`config.mk`:
```
export PLATFORM = sky130hd
export DESIGN_NAME = ca_run_ctrl_flat
export DESIGN_NICKNAME = d
export VERILOG_FILES = /design/src/rtl/ca_run_ctrl_if.sv /design/src/rtl/ca_run_ctrl.sv /design/src/flat_wrapper.sv
export SDC_FILE = /design/constraint.sdc
export NUM_CORES = 1
export LEC_CHECK = 0
export CAP_MARGIN = 10
export CORE_MARGIN = 3
export CORE_UTILIZATION = 60
export DETAILED_ROUTE_END_ITERATION = 6
export DONT_BUFFER_PORTS = 1
export GPL_TIMING_DRIVEN = 0
export PLACE_DENSITY = 0.87
export RECOVER_POWER = 50
export REMOVE_ABC_BUFFERS = 1
export SYNTH_ARGS = -nofsm -noshare
export SYNTH_HDL_FRONTEND = slang
export SYNTH_SLANG_ARGS = --single-unit
```
`constraint.sdc`:
```
create_clock -name clk -period 5.74 [get_ports clk]
set_input_delay 1.435 -clock clk [delete_from_list [all_inputs] [get_ports clk]]
set_output_delay 1.435 -clock clk [all_outputs]
set_load 0.02 [all_outputs]
```
`src/rtl/ca_run_ctrl_if.sv`:
```
// Generation stream from the CA run controller.
// Master drives valid/data/index, slave drives ready.
interface ca_run_ctrl_if #(
   parameter int WIDTH = 32,
   parameter int GEN_W = 16
);
   logic             gen_valid;
   logic             gen_ready;
   logic [WIDTH-1:0] gen_data;
   logic [GEN_W-1:0] gen_index;

   modport master (
      output gen_valid,
      output gen_data,
      output gen_index,
      input  gen_ready
   );

   modport slave (
      input  gen_valid,
      input  gen_data,
      input  gen_index,
      output gen_ready
   );
endinterface

```
`src/rtl/ca_run_ctrl.sv`:
```
// Run controller for an external 1-D cellular-automaton array.
// Optional macro CA_FIXPOINT_EN: stop early on a fixed point.
module ca_run_ctrl #(
   parameter int WIDTH = 32,
   parameter int GEN_W = 16
) (
   input  logic               clk,
   input  logic               rst_n,
   input  logic               start,
   input  logic               abort,
   input  logic [WIDTH-1:0]   seed,
   input  logic [7:0]         rule_in,
   input  logic [GEN_W-1:0]   gens,
   input  logic [1:0]         bmode,
   output logic               busy,
   output logic               done,
   ca_run_ctrl_if.master      gen,
   output logic               fixpoint,
   output logic [7:0]         ca_rule,
   output logic               ca_left,
   output logic               ca_right,
   output logic [WIDTH-1:0]   ca_state,
   output logic               ca_set_state,
   input  logic [WIDTH-1:0]   ca_out
);

   typedef enum logic [1:0] {
      IDLE = 2'd0,
      LOAD = 2'd1,
      RUN  = 2'd2,
      DONE = 2'd3
   } state_t;

   state_t             state_q, state_d;
   logic [WIDTH-1:0]   seed_q;
   logic [7:0]         rule_q;
   logic [GEN_W-1:0]   gens_q;
   logic [1:0]         bmode_q;
   logic [GEN_W-1:0]   idx_q, idx_d;
   logic               latch;
   logic               fix_hit;
   logic               valid;

   // State, run parameters and generation index.
   always_ff @(posedge clk or negedge rst_n) begin
      if (!rst_n) begin
         state_q <= IDLE;
         seed_q  <= '0;
         rule_q  <= '0;
         gens_q  <= '0;
         bmode_q <= '0;
         idx_q   <= '0;
      end else begin
         state_q <= state_d;
         idx_q   <= idx_d;
         if (latch) begin
            seed_q  <= seed;
            rule_q  <= rule_in;
            gens_q  <= gens;
            bmode_q <= bmode;
         end
      end
   end

   // Next state and array control; default is to hold the array.
   always_comb begin
      state_d      = state_q;
      idx_d        = idx_q;
      latch        = 1'b0;
      busy         = 1'b0;
      done         = 1'b0;
      valid        = 1'b0;
      ca_set_state = 1'b1;
      ca_state     = ca_out;
      unique case (state_q)
         IDLE: begin
            if (start) begin
               latch   = 1'b1;
               idx_d   = '0;
               state_d = LOAD;
            end
         end
         LOAD: begin
            busy = 1'b1;
            if (abort) begin
               state_d = IDLE;
            end else begin
               ca_state = seed_q;
               state_d  = RUN;
            end
         end
         RUN: begin
            busy  = 1'b1;
            valid = 1'b1;
            if (abort) begin
               state_d = IDLE;
            end else if (gen.gen_ready) begin
               if (idx_q == gens_q || fix_hit) begin
                  state_d = DONE;
               end else begin
                  ca_set_state = 1'b0;
                  idx_d        = idx_q + 1'b1;
               end
            end
         end
         DONE: begin
            done    = 1'b1;
            state_d = IDLE;
         end
         default: state_d = IDLE;
      endcase
      // In reset the array is cleared rather than held.
      if (!rst_n) begin
         ca_state = '0;
      end
   end

`ifdef CA_FIXPOINT_EN
   logic [WIDTH-1:0] prev_q;
   logic             fix_q;
   logic             accept;

   assign accept  = (state_q == RUN) && gen.gen_ready && !abort;
   assign fix_hit = (idx_q != '0) && (ca_out == prev_q);

   // Previous accepted generation and sticky fixed-point flag.
   always_ff @(posedge clk or negedge rst_n) begin
      if (!rst_n) begin
         prev_q <= '0;
         fix_q  <= 1'b0;
      end else begin
         if (accept) begin
            prev_q <= ca_out;
         end
         if (latch) begin
            fix_q <= 1'b0;
         end else if (accept && fix_hit) begin
            fix_q <= 1'b1;
         end
      end
   end

   assign fixpoint = fix_q;
`else
   assign fix_hit  = 1'b0;
   assign fixpoint = 1'b0;
`endif

   // Boundary cells from the latched mode and the live array output.
   always_comb begin
      ca_left  = 1'b0;
      ca_right = 1'b0;
      unique case (bmode_q)
         2'd0: begin
            ca_left  = 1'b0;
            ca_right = 1'b0;
         end
         2'd1: begin
            ca_left  = 1'b1;
            ca_right = 1'b1;
         end
         2'd2: begin
            ca_left  = ca_out[WIDTH-1];
            ca_right = ca_out[0];
         end
         2'd3: begin
            ca_left  = ca_out[0];
            ca_right = ca_out[WIDTH-1];
         end
         default: begin
            ca_left  = 1'b0;
            ca_right = 1'b0;
         end
      endcase
   end

   assign ca_rule       = rule_q;
   assign gen.gen_valid = valid;
   assign gen.gen_data  = ca_out;
   assign gen.gen_index = idx_q;

endmodule

```
`src/flat_wrapper.sv`:
```
// flat-port wrapper written by rule: the top's interface ports become plain ports
module ca_run_ctrl_flat 
#(
   parameter int WIDTH = 32,
   parameter int GEN_W = 16
)
  (clk, rst_n, start, abort, seed, rule_in, gens, bmode, busy, done, fixpoint, ca_rule, ca_left, ca_right, ca_state, ca_set_state, ca_out, gen_gen_valid, gen_gen_data, gen_gen_index, gen_gen_ready);
  ca_run_ctrl_if #(.WIDTH(WIDTH), .GEN_W(GEN_W)) gen_i ();
  input  logic clk;
  input  logic rst_n;
  input  logic start;
  input  logic abort;
  input  logic [WIDTH-1:0] seed;
  input  logic [7:0] rule_in;
  input  logic [GEN_W-1:0] gens;
  input  logic [1:0] bmode;
  output logic busy;
  output logic done;
  output logic fixpoint;
  output logic [7:0] ca_rule;
  output logic ca_left;
  output logic ca_right;
  output logic [WIDTH-1:0] ca_state;
  output logic ca_set_state;
  input  logic [WIDTH-1:0] ca_out;
  output wire logic [$bits(gen_i.gen_valid)-1:0] gen_gen_valid;
  output wire logic [$bits(gen_i.gen_data)-1:0] gen_gen_data;
  output wire logic [$bits(gen_i.gen_index)-1:0] gen_gen_index;
  input wire logic [$bits(gen_i.gen_ready)-1:0] gen_gen_ready;
  assign gen_gen_valid = gen_i.gen_valid;
  assign gen_gen_data = gen_i.gen_data;
  assign gen_gen_index = gen_i.gen_index;
  assign gen_i.gen_ready = gen_gen_ready;
  ca_run_ctrl #(.WIDTH(WIDTH), .GEN_W(GEN_W)) u_core (.clk(clk), .rst_n(rst_n), .start(start), .abort(abort), .seed(seed), .rule_in(rule_in), .gens(gens), .bmode(bmode), .busy(busy), .done(done), .gen(gen_i), .fixpoint(fixpoint), .ca_rule(ca_rule), .ca_left(ca_left), .ca_right(ca_right), .ca_state(ca_state), .ca_set_state(ca_set_state), .ca_out(ca_out));
endmodule
```
======== Word-level counts from Yosys, hierarchy flattened ========
Index checks and enable logic that the tools add are counted.
cells by class
  reductions and logical operators ........ 6
  add/subtract/negate cells ............... 1
  equal/unequal tests ..................... 13
  multiplexer cells ....................... 25
operator list
  kind                     number
  $mux W32                 3
  $mux W16                 4
  $pmux W16 S2             1
  $add A16 B1 Y16 const B  1
  $eq A16 B16 Y1           1
  $mux W2                  5
  $mux W1                  9
  $eq A2 B2 Y1 const B     4
  $ne A2 B2 Y1 const B     4
  $pmux W1 S4              2
  $pmux W2 S4              1
  $reduce_and A5 Y1        1
  $eq A2 B1 Y1 const B     2
  $logic_not A2 Y1         2
  $ne A3 B2 Y1 const B     1
  $ne A3 B3 Y1 const B     1
  $reduce_and A3 Y1        1
  $reduce_bool A2 Y1       1
  $reduce_or A2 Y1         1
word-level totals
  input port bits ......................... 95
  bits in registers ....................... 76
  output and inout bits ................... 95

======== Depth between registers and ports, before layout ========
Gate-level depths: netlist of the first run.
  depth in word-level cells ............... 5
  gate-level depth with buffers ........... 10
  mapped depth without buffers ............ 8

======== Least setup slack after synthesis of the first run ========
Ideal clock, no wire load.
  path kind ............................... input port to output port
  from .................................... in abort
  to ...................................... out ca_state[22]
  stages .................................. 5
  data required time ...................... 4305 ps
  path buffers ............................ 2
  path slack .............................. 1745 ps
  arrival ................................. 2560 ps
  cell sequence ........................... nand2b_1 > clkbuf_1 > clkbuf_1 > nand2_1 > a21boi_0
between the ends
  cells in the longest elaborated chain, start to end .. 3
RTL lines
  what                line                RTL
  start: declaration  flat_wrapper.sv:12  input logic abort;
  $mux W32            ca_run_ctrl.sv:85   if (abort) begin
  $mux W32            ca_run_ctrl.sv:75   unique case (state_q)
  $mux W32            ca_run_ctrl.sv:113  if (!rst_n) begin
  end: declaration    flat_wrapper.sv:23  output logic [WIDTH-1:0] ca_state;
No other way between the ends.

======== Worst setup path after layout of the first run ========
  from .................................... in abort
  to ...................................... out ca_state[7]
The elaborated chain is that of the path after synthesis.

==> insert_results.sql, run 1 <==
INSERT INTO impl_metrics (metric_group, metric, value, unit) VALUES
('outcome', 'result_of_the_run', 'finished, violations left', ''),
('outcome', 'failed_checks', 'max-capacitance violations, max-slew violations', ''),
('route', 'detailedRoute.firstPassIterationCount', '4', ''),
('sta', 'final.setup.tns', '0', 'ns'),
('place', 'placed_cells', '465', ''),
('clocking', 'worst_skew_pair.late_latency', '0.33', 'ns'),
('critical_path', 'r2r_cell_count', '6', ''),
('grt', 'grt_antenna_before_repair', '0', ''),
('place', 'gpl.final_weighted_congestion', '0.827', ''),
('route', 'vias_per_inst', '6.05', ''),
('clocking', 'root_driver', 'sky130_fd_sc_hd__clkbuf_8', ''),
('layout', 'fraction_of_final_layout_cells_with_drive_strength_greater_than_1', '21.0', '%'),
('route', 'route.final.wire_length', '9290', 'um'),
('sta', 'max-slew-margin-rel', '-78.1', '%'),
('floorplan', 'initial_utilization', '62.3', '%'),
('synth', 'postSynthRegisterBits', '76', ''),
('layout', 'total_nets_final', '482', ''),
('sta', 'hold_violations', '0', ''),
('critical_path', 'worstPathRequired', '4.30', 'ns'),
('layout', 'postLayoutCellArea', '4300', 'um2'),
('clocking', 'cts-resized-gates', '0', ''),
('critical_path', 'worst-path-max-fanout', '24', ''),
('grt', 'grt_overflow', '0', ''),
('clocking', 'htreeDepth', '3', ''),
('sta', 'finalMaxSlewViolations', '67', ''),
('route', 'wl_per_cell', '19.3', 'um'),
('route', 'first_iter_violations', '114', ''),
('clocking', 'cts_setup_buffers', '0', ''),
('sta', 'worst_pin_slew', '2.66', 'ns'),
('critical_path', 'worstPathArrival', '2.71', 'ns'),
('clocking', 'tritoncts', 'built', ''),
('pwr', 'cellLeakagePower', '0.00183', 'uW'),
('layout', 'layout.cells.most_common', 'sky130_fd_sc_hd__nand2_1', ''),
('synth', 'async_reset_ff_share', '100', '%'),
('clocking', 'tritoncts_buffers', '9', ''),
('floorplan', 'ios', '190', ''),
('critical_path', 'startpoint_types', 'primary input', ''),
('clocking', 'clock_pin_slew_reported_for_the_worst_setup_and_hold_paths_after_clock_tree_synthesis', '0.08', 'ns'),
('sta', 'layout_min_cycle_time', '4.14', 'ns'),
('pwr', 'maximum_vdd_drop', '0.000351', 'V'),
('place', 'dp.final_hpwl', '6740', 'um'),
('grt', 'globalRouteTotalUtil', '23.1', '%'),
('floorplan', 'design.die.area', '8180', 'um2'),
('grt', 'grt_pass1_wl', '15200', 'um'),
('clocking', 'clock_sink_count', '76', ''),
('critical_path', 'category_of_the_critical_setup_timing_path', 'primary input to output pin', ''),
('floorplan', 'fp.dieW', '90.5', 'um'),
('critical_path', 'crit_slowest_cell', 'sky130_fd_sc_hd__a21boi_0', ''),
('floorplan', 'num_rows', '30', ''),
('sta', 'rsz0062_at_grt', 'false', ''),
('critical_path', 'ff2ff_setup_slack', '1.91', 'ns'),
('layout', 'area_growth_syn_to_layout', '0.555', '%'),
('critical_path', 'timing.critical_path.to', 'ca_state[7]', ''),
('clocking', 'cts_max_path_buffers', '2', ''),
('layout', 'instances_no_fill', '482', ''),
('hold_path', 'min_path_type', 'register to register', ''),
('synth', 'warning_count_from_the_yosys_run', '0', ''),
('critical_path', 'critical_path.startpoint', 'abort', ''),
('layout', 'mostFrequentLayoutCells', 'sky130_fd_sc_hd__nand2_1, sky130_fd_sc_hd__dfrtp_1, sky130_fd_sc_hd__mux2_2', ''),
('layout', 'utilization', '62.7', '%'),
('flow_run', 'maxCapViolations', '1', ''),
('sta', 'fin_hold_ws', '0.509', 'ns'),
('pwr', 'power_density', '504', 'nW/um2'),
('place', 'place.port_buffers', '0', ''),
('grt', 'largest_net_degree_at_the_start_of_global_routing', '109', ''),
('floorplan', 'floorplan.core_area', '6870', 'um2'),
('critical_path', 'crit-reg2reg-launch', 'u_core.state_q[0]$_DFFE_PN0P_', ''),
('synth', 'postSynthCellCount', '426', ''),
('floorplan', 'chipHeight', '90.5', 'um'),
('synth', 'ys_seq_area_share', '44.4', '%'),
('critical_path', 'critical_path.endpoint_type', 'output pin', '');
==> critical path, delay by kind of cell <==
kind	cells	cell delay, ns
AO/OA/AOI/OAI	1	0.63
AND/OR/NAND/NOR	2	0.39
buffers and inverters	1	0.24
==> power breakdown <==
part / total (uW) / internal [uW] / switching [uW]
Combinational: 793 / 385 / 408
Clock: 440 / 257 / 184
Sequential: 937 / 757 / 179
Total: 2170 / 1400 / 772
==> worst min-delay path by stage <==
stage | from | to | depth (start not counted)
finish | u_core.seed_q[31]$_DFFE_PN0P_ | u_core.seed_q[31]$_DFFE_PN0P_ | 1
global placement | u_core.seed_q[26]$_DFFE_PN0P_ | u_core.seed_q[26]$_DFFE_PN0P_ | 1
floorplan | u_core.seed_q[0]$_DFFE_PN0P_ | u_core.seed_q[0]$_DFFE_PN0P_ | 1
global route | u_core.seed_q[0]$_DFFE_PN0P_ | u_core.seed_q[0]$_DFFE_PN0P_ | 1
CTS | u_core.seed_q[0]$_DFFE_PN0P_ | u_core.seed_q[0]$_DFFE_PN0P_ | 1
detailed placement | u_core.seed_q[0]$_DFFE_PN0P_ | u_core.seed_q[0]$_DFFE_PN0P_ | 1
==> area by class of cell <==
class                      count  area, um2
timing repair buffer           3       35.0
inverter                       6       22.5
clock inverter                 4       72.6
multi-input combinational    285       2010
fill                         577       2560
tap                           96        120
clock buffer                  12        145
sequential                    76       1900
==> through the flow <==
| step | power [uW] | worst slack (ns) |
|---|---|---|
| final | 2170 | 1.60 |
| after global routing | 2310 | 1.42 |
| after detailed placement | 1720 | 1.16 |
| after global placement | 1680 | 0.474 |
| after CTS | 2170 | 1.16 |
| after floorplan | 1560 | 1.18 |
==> flip-flops by register name (all words and copies together) (netlist names) <==
signal                cells
u_core.seed_q            32
u_core.bmode_q            2
u_core.gen.gen_index     16
u_core.gens_q            16
u_core.state_q            2
u_core.ca_rule            8
==> cell usage after synthesis (2+ instances only) <==
cell	n	area share [%]
sky130_fd_sc_hd__mux2_2	58	15
sky130_fd_sc_hd__a221o_1	2	0.47
sky130_fd_sc_hd__nor4_1	4	0.58
sky130_fd_sc_hd__xnor2_1	17	3.5
sky130_fd_sc_hd__buf_4	33	5.8
sky130_fd_sc_hd__or4_1	2	0.35
sky130_fd_sc_hd__nor3_1	3	0.35
sky130_fd_sc_hd__dfrtp_1	76	44
sky130_fd_sc_hd__nor2b_1	2	0.29
sky130_fd_sc_hd__nand4_1	7	1.0
sky130_fd_sc_hd__or3_1	2	0.29
sky130_fd_sc_hd__o211ai_1	3	0.53
sky130_fd_sc_hd__nand2_1	79	6.9
sky130_fd_sc_hd__a22o_1	4	0.82
sky130_fd_sc_hd__buf_2	5	0.58
sky130_fd_sc_hd__o21ai_0	7	0.82
sky130_fd_sc_hd__xor2_1	3	0.61
sky130_fd_sc_hd__inv_1	6	0.53
sky130_fd_sc_hd__nand2b_1	4	0.58
sky130_fd_sc_hd__or2_2	2	0.29
sky130_fd_sc_hd__ha_1	6	1.8
sky130_fd_sc_hd__clkbuf_1	21	1.8
sky130_fd_sc_hd__a21boi_0	33	5.8
sky130_fd_sc_hd__nand3_1	9	1.1
sky130_fd_sc_hd__nor2_1	13	1.1
sky130_fd_sc_hd__o311ai_0	4	0.82
sky130_fd_sc_hd__and3_1	2	0.29
sky130_fd_sc_hd__a21oi_1	6	0.70
==> layer usage <==
| layer | track usage [%] | wire, um | vias up |
|---|---|---|---|
| met5 | 0 | 0 | - |
| met4 | 9.31 | 240 | 0 |
| met3 | 7.92 | 743 | 22 |
| met2 | 40.6 | 4920 | 139 |
| met1 | 25.5 | 3390 | 1411 |
| li1 | - | - | 1346 |
==> cell families after synthesis <==
family / count (synthesis) / synth area share [%]
compound gates: 66 / 11.3
xor+xnor: 20 / 4.09
fa+ha+maj: 6 / 1.75
buf+inv: 65 / 8.74
flops: 76 / 44.4
mux: 59 / 15.5
other cells: 1 / 0.0876
simple gates: 133 / 14.1
Note: power is estimated with default switching activity, not from simulation.
==> run 2: changes to the inputs <==
- clock period: 5.74 -> 4.1 ns (I/O delays scaled with it)
==> run 2 against run 1 <==
Clock-buffer cell count did not move. Largest cell class unchanged. Power rose by 39%. Sequential power rose by 40%. The flow now finishes without violations. Final cell count did not move. Non-clock buffer count did not move. Highest routed layer unchanged.
==> insert_results.sql, run 2 (synthesis gave the netlist of run 1 again) <==
INSERT INTO impl_metrics (metric_group, metric, value, unit) VALUES
('layout', 'final.fill_count', '575', ''),
('critical_path', 'critical_path.endpoint_type', 'output pin', ''),
('sta', 'finalClockSkew', '0.00566', 'ns'),
('floorplan', 'design.die.area', '8180', 'um2'),
('hold_path', 'min_path_type', 'primary input to async pin', ''),
('floorplan', 'chipHeight', '90.5', 'um'),
('floorplan', 'ios', '190', ''),
('grt', 'grt_pass1_wl', '15200', 'um'),
('grt', 'grt-busiest-layer', 'met2', ''),
('place', 'place.port_buffers', '0', ''),
('critical_path', 'startpoint_types', 'register', ''),
('flow_run', 'maxCapViolations', '0', ''),
('layout', 'area_growth_syn_to_layout', '0.731', '%'),
('route', 'first_iter_violations', '114', ''),
('clocking', 'root_driver', 'sky130_fd_sc_hd__clkbuf_8', ''),
('floorplan', 'fp.dieW', '90.5', 'um'),
('sta', 'layout_min_cycle_time', '3.61', 'ns'),
('grt', 'grt_antenna_before_repair', '0', ''),
('place', 'dp.final_hpwl', '6740', 'um'),
('grt', 'globalRouteTotalUtil', '23.1', '%'),
('critical_path', 'crit_slowest_cell', 'sky130_fd_sc_hd__nor4_1', ''),
('layout', 'fraction_of_final_layout_cells_with_drive_strength_greater_than_1', '21.2', '%'),
('clocking', 'cts_max_path_buffers', '2', ''),
('route', 'detail_route.drc_violations', '0', ''),
('critical_path', 'critical_path.startpoint', 'u_core.gen.gen_index[2]$_DFFE_PN0P_', ''),
('clocking', 'cts-resized-gates', '0', ''),
('route', 'detailedRoute.firstPassIterationCount', '4', ''),
('critical_path', 'worstPathRequired', '3.07', 'ns'),
('grt', 'grt_util_met1', '25.5', '%'),
('pwr', 'power_density', '699', 'nW/um2'),
('grt', 'first_global_vias', '3080', ''),
('layout', 'regMostFlops', 'u_core.seed_q', ''),
('sta', 'rsz0062_at_grt', 'false', ''),
('route', 'wl_per_cell', '19.3', 'um'),
('critical_path', 'worstPathArrival', '2.58', 'ns'),
('grt', 'grt_overflow', '0', ''),
('route', 'vias_per_inst', '6.06', ''),
('layout', 'total_nets_final', '482', ''),
('clocking', 'tritoncts_buffers', '9', ''),
('clocking', 'worst_skew_pair.late_latency', '0.33', 'ns'),
('clocking', 'htreeDepth', '3', ''),
('clocking', 'tritoncts', 'built', ''),
('sta', 'final.setup.tns', '0', 'ns'),
('clocking', 'cts-hold-fix-buffers', '0', ''),
('route', 'vias', '2920', ''),
('place', 'gpl.final_weighted_congestion', '0.827', ''),
('floorplan', 'initial_utilization', '62.3', '%'),
('layout', 'number_of_flip_flops_under_the_largest_register_name', '32', ''),
('sta', 'fin_hold_ws', '0.382', 'ns'),
('pwr', 'cellLeakagePower', '0.00184', 'uW'),
('outcome', 'result_of_the_run', 'complete, no violations', ''),
('layout', 'utilization', '62.8', '%'),
('sta', 'final.period_utilization', '88.0', '%'),
('clocking', 'clock_sink_count', '76', ''),
('clocking', 'cts_setup_buffers', '0', ''),
('pwr', 'maximum_vdd_drop', '0.000449', 'V'),
('floorplan', 'num_rows', '30', ''),
('sta', 'max-slew-margin-rel', '34.7', '%'),
('sta', 'finish_stage_setup_viols', '0', ''),
('critical_path', 'category_of_the_critical_setup_timing_path', 'register to output pin', ''),
('critical_path', 'timing.critical_path.cells', 'xnor2_1 > nand4_1 > nor4_1 > buf_2 > nand2b_1', ''),
('critical_path', 'crit-reg2reg-launch', 'u_core.state_q[0]$_DFFE_PN0P_', ''),
('grt', 'gr-usage-met2', '40.6', '%'),
('sta', 'hold_violations', '0', ''),
('place', 'dp_slack', '0.344', 'ns'),
('route', 'ant_nets', '0', ''),
('grt', 'largest_net_degree_at_the_start_of_global_routing', '109', ''),
('sta', 'max_fclk', '277', 'MHz'),
('critical_path', 'worst_path_max_stage_delay', '0.66', 'ns'),
('layout', 'antenna-diode-count', '0', ''),
('floorplan', 'floorplan.core_area', '6870', 'um2'),
('sta', 'finalMaxSlewViolations', '0', ''),
('grt', 'met3_usage', '7.92', '%'),
('clocking', 'clock_pin_slew_reported_for_the_worst_setup_and_hold_paths_after_clock_tree_synthesis', '0.08', 'ns'),
('sta', 'finalWorstSetupSlack', '0.492', 'ns'),
('place', 'placed_cells', '465', ''),
('layout', 'mostFrequentLayoutCells', 'sky130_fd_sc_hd__nand2_1, sky130_fd_sc_hd__dfrtp_1, sky130_fd_sc_hd__mux2_2', ''),
('route', 'route.final.wire_length', '9290', 'um'),
('critical_path', 'worst-path-max-fanout', '8', ''),
('layout', 'instances_no_fill', '482', ''),
('sta', 'worst_pin_slew', '0.980', 'ns'),
('layout', 'layout.cells.most_common', 'sky130_fd_sc_hd__nand2_1', '');
## run 2: cell types whose count changed in the layout (fill, tap and decap cells not counted)
cell	delta
sky130_fd_sc_hd__nand2_1	-1
sky130_fd_sc_hd__nand2_4	+1
## run 2: stage by stage
step | total power [uW] | instance area, um2
2_1_floorplan | 2190 | 3930
3_3_place_gp | 2360 | 4050
3_5_place_dp | 2410 | 4080
4_1_cts | 3040 | 4300
5_1_grt | 3210 | 4310
6_report | 3010 | 4310
## run 2: final cells by class
cell class | count | area [um2] | share of cell area, %
Clock buffer | 12 | 145 | 3.37
Clock inverter | 4 | 72.6 | 1.68
Inverter | 6 | 22.5 | 0.522
Multi-Input combinational cell | 285 | 2010 | 46.7
Sequential cell | 76 | 1900 | 44.1
Tap cell | 96 | 120 | 2.79
Timing Repair Buffer | 3 | 35.0 | 0.813
## run 2: worst paths after layout
check | end | cells past startpoint | slack, ns
setup / recovery | ca_set_state | 5 | 0.49
hold / removal | u_core.gens_q[13]$_DFFE_PN0P_ | 0 | 0.38
hold reg to reg | u_core.seed_q[31]$_DFFE_PN0P_ | 1 | 0.51
max in group asynchronous | u_core.seed_q[2]$_DFFE_PN0P_ | 0 | 3.58
setup reg to reg | u_core.gen.gen_index[15]$_DFFE_PN0P_ | 8 | 0.86
min in group clk | u_core.seed_q[31]$_DFFE_PN0P_ | 1 | 0.51
## run 2: metal layers
layer / wire length [um] / up-vias
met3: 752 / 22
met5: 0 / -
met2: 4920 / 139
met1: 3380 / 1413
met4: 242 / 0
li1: - / 1346
## run 2: critical path: cells and delay by family, from the launching register on
| family | cells | cell delay, ns |
|---|---|---|
| xor gates and xnor gates | 1 | 0.29 |
| DFF | 1 | 0.55 |
| buffers and inverters | 1 | 0.32 |
| and+or+nand+nor | 3 | 1.08 |
## run 2: where the power goes
group / internal, uW / switching [uW] / leakage, uW / total (uW)
clock: 359 / 258 / 0.000107 / 617
sequential: 1060 / 251 / 0.000930 / 1310
combinational: 509 / 575 / 0.000802 / 1080
